**src/rtl/lzc_pkg.sv**
```systemverilog
// Shared types and elaboration helpers for the leading-digit counter / normaliser.
package lzc_pkg;

    typedef enum logic {
        LZC_ZEROS = 1'b0,
        LZC_ONES  = 1'b1
    } lzc_mode_e;

    function automatic int lzc_cw(input int width);
        return $clog2(width);
    endfunction

    function automatic bit lzc_width_ok(input int width);
        return (width == 8) || (width == 16) || (width == 32) ||
               (width == 64) || (width == 128);
    endfunction

endpackage

```
**src/rtl/lzc_tree.sv**
```systemverilog
// Combinational leading-zero count and all-zero flag, built recursively from 8-bit leaves.
module lzc_tree
    import lzc_pkg::*;
#(
    parameter  int WIDTH = 32,
    localparam int CW    = lzc_cw(WIDTH)
) (
    input  logic [WIDTH-1:0] din,
    output logic [CW-1:0]    cnt,
    output logic             all_zero
);

    if (WIDTH == 8) begin : gen_leaf
        // Highest set bit wins because it is visited last.
        always_comb begin
            cnt = '0;
            for (int i = 0; i < 8; i++) begin
                if (din[i]) cnt = CW'(7 - i);
            end
        end
        assign all_zero = ~|din;
    end else begin : gen_node
        localparam int HW = WIDTH / 2;
        logic [CW-2:0] hi_cnt, lo_cnt;
        logic          hi_all, lo_all;

        lzc_tree #(.WIDTH(HW)) u_hi (.din(din[WIDTH-1:HW]), .cnt(hi_cnt), .all_zero(hi_all));
        lzc_tree #(.WIDTH(HW)) u_lo (.din(din[HW-1:0]),     .cnt(lo_cnt), .all_zero(lo_all));

        // An all-zero subtree reports count 0, so the root does the same.
        always_comb begin
            cnt = '0;
            if (!hi_all)      cnt = {1'b0, hi_cnt};
            else if (!lo_all) cnt = {1'b1, lo_cnt};
        end
        assign all_zero = hi_all & lo_all;
    end

endmodule

```
**src/rtl/lzc_norm_pipe.sv**
```systemverilog
// Two-stage valid/ready pipe: S1 holds the operand, S2 holds count, all flag and normalised data.
module lzc_norm_pipe
    import lzc_pkg::*;
#(
    parameter  int WIDTH = 32,
    parameter  int TAG_W = 4,
    localparam int CW    = lzc_cw(WIDTH)
) (
    input  logic             clk,
    input  logic             rst,
    input  logic             in_valid,
    output logic             in_ready,
    input  logic [WIDTH-1:0] in_data,
    input  logic             in_mode,
    input  logic [TAG_W-1:0] in_tag,
    output logic             out_valid,
    input  logic             out_ready,
    output logic [CW-1:0]    out_count,
    output logic             out_all,
    output logic [WIDTH-1:0] out_norm,
    output logic [TAG_W-1:0] out_tag
);

    if (!lzc_width_ok(WIDTH)) begin : gen_bad_width
        $error("lzc_norm_pipe: WIDTH must be 8, 16, 32, 64 or 128");
    end

    logic             s1_valid_q, s1_valid_d;
    logic [WIDTH-1:0] s1_data_q,  s1_data_d;
    lzc_mode_e        s1_mode_q,  s1_mode_d;
    logic [TAG_W-1:0] s1_tag_q,   s1_tag_d;

    logic             s2_valid_q, s2_valid_d;
    logic [CW-1:0]    s2_cnt_q,   s2_cnt_d;
    logic             s2_all_q,   s2_all_d;
    logic [WIDTH-1:0] s2_norm_q,  s2_norm_d;
    logic [TAG_W-1:0] s2_tag_q,   s2_tag_d;

    logic             s1_adv, s2_adv;
    logic [WIDTH-1:0] tree_in, norm_sh;
    logic [CW-1:0]    tree_cnt;
    logic             tree_all;

    assign s2_adv   = ~s2_valid_q | out_ready;
    assign s1_adv   = ~s1_valid_q | s2_adv;
    assign in_ready = s1_adv;

    // Leading ones are counted as leading zeros of the complement.
    assign tree_in = (s1_mode_q == LZC_ONES) ? ~s1_data_q : s1_data_q;

    lzc_tree #(.WIDTH(WIDTH)) u_tree (.din(tree_in), .cnt(tree_cnt), .all_zero(tree_all));

    always_comb begin
        norm_sh = s1_data_q;
        for (int l = 0; l < CW; l++) begin
            if (tree_cnt[l]) norm_sh = norm_sh << (1 << l);
        end
    end

    always_comb begin
        s1_valid_d = s1_valid_q;
        s1_data_d  = s1_data_q;
        s1_mode_d  = s1_mode_q;
        s1_tag_d   = s1_tag_q;
        if (s1_adv) begin
            s1_valid_d = in_valid;
            if (in_valid) begin
                s1_data_d = in_data;
                s1_mode_d = lzc_mode_e'(in_mode);
                s1_tag_d  = in_tag;
            end
        end
    end

    always_comb begin
        s2_valid_d = s2_valid_q;
        s2_cnt_d   = s2_cnt_q;
        s2_all_d   = s2_all_q;
        s2_norm_d  = s2_norm_q;
        s2_tag_d   = s2_tag_q;
        if (s2_adv) begin
            s2_valid_d = s1_valid_q;
            if (s1_valid_q) begin
                s2_cnt_d  = tree_cnt;
                s2_all_d  = tree_all;
                s2_norm_d = norm_sh;
                s2_tag_d  = s1_tag_q;
            end
        end
    end

    always_ff @(posedge clk or posedge rst) begin
        if (rst) begin
            s1_valid_q <= 1'b0;
            s1_data_q  <= '0;
            s1_mode_q  <= LZC_ZEROS;
            s1_tag_q   <= '0;
            s2_valid_q <= 1'b0;
            s2_cnt_q   <= '0;
            s2_all_q   <= 1'b0;
            s2_norm_q  <= '0;
            s2_tag_q   <= '0;
        end else begin
            s1_valid_q <= s1_valid_d;
            s1_data_q  <= s1_data_d;
            s1_mode_q  <= s1_mode_d;
            s1_tag_q   <= s1_tag_d;
            s2_valid_q <= s2_valid_d;
            s2_cnt_q   <= s2_cnt_d;
            s2_all_q   <= s2_all_d;
            s2_norm_q  <= s2_norm_d;
            s2_tag_q   <= s2_tag_d;
        end
    end

    assign out_valid = s2_valid_q;
    assign out_count = s2_cnt_q;
    assign out_all   = s2_all_q;
    assign out_norm  = s2_norm_q;
    assign out_tag   = s2_tag_q;

endmodule

```
**config.mk**
```make
export PLATFORM = sky130hd
export DESIGN_NAME = lzc_norm_pipe
export DESIGN_NICKNAME = d
export VERILOG_FILES = /design/src/rtl/lzc_pkg.sv /design/src/rtl/lzc_tree.sv /design/src/rtl/lzc_norm_pipe.sv
export SDC_FILE = /design/constraint.sdc
export NUM_CORES = 1
export LEC_CHECK = 0
export CAP_MARGIN = 20
export CORE_UTILIZATION = 45
export DETAILED_ROUTE_END_ITERATION = 10
export GPL_TIMING_DRIVEN = 1
export PLACE_DENSITY_LB_ADDON = 0.08
export SLEW_MARGIN = 25
export SYNTH_ARGS = -nofsm -noshare
export SYNTH_HDL_FRONTEND = slang
export SYNTH_SLANG_ARGS = --single-unit
export TNS_END_PERCENT = 20
```
**constraint.sdc**
```tcl
create_clock -name clk -period 3.84 [get_ports clk]
set_input_delay 0.384 -clock clk [delete_from_list [all_inputs] [get_ports clk]]
set_output_delay 0.384 -clock clk [all_outputs]
set_load 0.02 [all_outputs]
```
==> metrics <==
Max FO, Critical Path=21; Fill cells=1,024; worst relative slew slack=0.499; violated checks=design-rule violations; number of flops mapped to enable cells by yosys=0; Async SR Flop Fraction=1.00; power per cell area=579 nW/um^2; Max-Cap Viols=0; Total Routed Length=16,200 um; CTS hold repair buffers=0; via count=4,932; # IOs=85; DR iter-0 viols=349; Max VDD drop=0.242 mV; Initial Util=0.470; Detail Placement HPWL=12,100 um; Worst EP arrival=3.81 ns; leak pwr=3.02 nW; ANT nets after route=0; area of the multi-input gates=3190 um^2; chip height=112 um; root buf cell=clkbuf_16; most frequent cell after synthesis=nand2_1; DRC=7; NumNets Final=718; Placed Area=6690 um^2; post-synthesis sequential area ratio=0.370; Min-Delay Path Class=input pin to async pin; total track usage=0.268; WP data required=4.08 ns; initial antenna violation count=0; CP Class=register to register; clk_skew=0.00731 ns; filler-free cell count of the finished design=825; Critical Path Source Type=register; min Tclk post-route=3.57 ns; core box area=11,700 um^2; Mapped Cells=571; # diodes=0; # clock sinks=81; clock tree buffer depth=2; # H-tree levels=3; Fmax=0.280 GHz; post-synthesis cell area=5480 um^2; final setup fails=0; largest cells by area after synthesis=dfrtp_1 37%, mux2i_1 13%, mux2_2 8.8%; Yosys top cell by area=dfrtp_1; Placed Instances=801; Crit. End Element=register; Die W=112 um; vias per cell=5.98; Initial DRT Pass Iterations=8; Reg area=2030 um^2; wl on met1=7240 um; Clock Latency Late Sink=0.36 ns; Yosys warnings=0; die area=12,600 um^2; Final Instance Area=7080 um^2; CTS tree=built; port buffer count=84; share of cells above drive strength 1=0.213; flops & latches, synth=81; top routing layer in use=met4; routed length on met3=826 um; Post-synth top cells=83 x nand2_1, 81 x dfrtp_1, 73 x mux2i_1; clock slew seen by the registers of the worst setup and hold paths=0.06 ns; CTS Buf Count=9; area growth from synthesis to layout=29.3%; Final Hold Viols=0; Tcrit/Tclk final=0.930; wire length on met2=7520 um; worst slew pin tran=0.749 ns; top cell type's share of synthesized area=0.370; Post-synth top flop=dfrtp_1; Synth cell types=66; max-slew violations=0; Congestion Overflow GR=0; RSZ-0062 raised after global routing=no; global-route wire length before repair=26,000 um; largest net degree at the start of global routing=50; average size of a mapped cell=9.59 um^2; status=complete, but fails checks; routability congestion estimate=0.931; syn nets=612; # rows=39; vias in the first global route=4,832; WL/cell=19.6 um
-- metal layers --
metal,GRT usage,up-vias
met1,0.352,2396
met5,0,-
li1,-,2317
met3,0.0562,42
met4,0.130,0
met2,0.424,177
-- through the flow --
step	setup TNS [ns]	worst slack, ns	total power, mW	hold slack (ns)	util
2_1_floorplan	0	0.670	2.38	0.433	-
3_3_place_gp	0	0.0278	3.13	0.444	0.573
3_5_place_dp	-0.00169	-0.00169	3.15	0.448	0.573
4_1_cts	0	0.0308	4.07	0.281	0.600
5_1_grt	0	0.0972	4.31	0.325	0.607
6_report	0	0.269	4.10	0.278	0.607
-- logic make-up (layout without fill, tap and decap cells) --
family / after synthesis / count (layout) / synth area share
AOI/OAI and AO/OA: 127 / 127 / 0.179
and+or+nand+nor: 185 / 186 / 0.157
DFF: 81 / 81 / 0.370
muxes: 121 / 121 / 0.238
buffers and inverters: 57 / 167 / 0.0550
-- cell type report --
type / count / share of cell area
inverter: 6 / 0.00336
clock inverter: 7 / 0.0118
clock buffer: 9 / 0.0318
tap: 143 / 0.0253
timing repair buffer: 145 / 0.190
multi-input combinational: 434 / 0.451
sequential: 81 / 0.286
-- worst max-delay path: stages, from the launching register on --
cell,delay (ns)
dfrtp_1,0.46
or4_1,0.54
o22ai_1,0.20
buf_4,0.16
nand2_1,0.14
nor3_1,0.35
a32oi_4,0.17
buf_12,0.18
buf_12,0.15
buf_4,0.21
mux2i_1,0.13
mux2i_1,0.22
o22ai_1,0.13
or3_1,0.39
-- sequential cells by signal (all words and copies together), names as in the netlist --
signal	count
out_count	5
s1_valid_q	1
s1_mode_q	1
s1_tag_q	4
out_tag	4
s1_data_q	32
out_valid	1
out_all	1
out_norm	32
-- placed cells by master (no fill, tap or decap), types with 4 or more instances in the layout --
cell,instances
clkdlybuf4s50_1,84
nand2_1,83
dfrtp_1,80
mux2i_1,73
buf_4,57
mux2_2,43
nor2_1,27
o21ai_0,24
nand3_1,18
o22ai_1,14
nor3_1,13
nand2b_1,11
a21oi_1,9
clkbuf_16,9
nor2b_1,8
or3_1,7
or4_1,5
inv_1,5
o22a_1,5
o211ai_1,5
a32o_1,5
a221o_1,5
a2bb2oi_1,4
a211o_1,4
a211oi_1,4
a21boi_0,4
a21o_1,4
buf_12,4
-- timing repair --
action,in CTS,in global routing
setup buffers,0,7
pin swaps,1,2
gates resized for setup,0,2
gates cloned,1,0
endpoints found under the setup margin,5,21
-- power by group --
part | leakage, nW | internal [mW] | total (mW) | switching (mW)
registers | 0.975 | 1.06 | 1.23 | 0.167
logic | 1.90 | 0.941 | 1.97 | 1.03
clock network | 0.149 | 0.516 | 0.903 | 0.387
-- final timing paths --
check	start	endpoint	slack, ns	cells after the start
worst min register to register	s1_tag_q[3]	out_tag[3]	0.46	2
max in group asynchronous	rst	s1_data_q[3]	2.82	3
worst min-delay path	rst	out_norm[14]	0.28	2
min in group clk	s1_tag_q[3]	out_tag[3]	0.46	2
worst max-delay path	s1_data_q[16]	out_norm[26]	0.27	13
worst max register to register	s1_data_q[16]	out_norm[26]	0.27	13
Note: power is estimated with default switching activity, not from simulation.
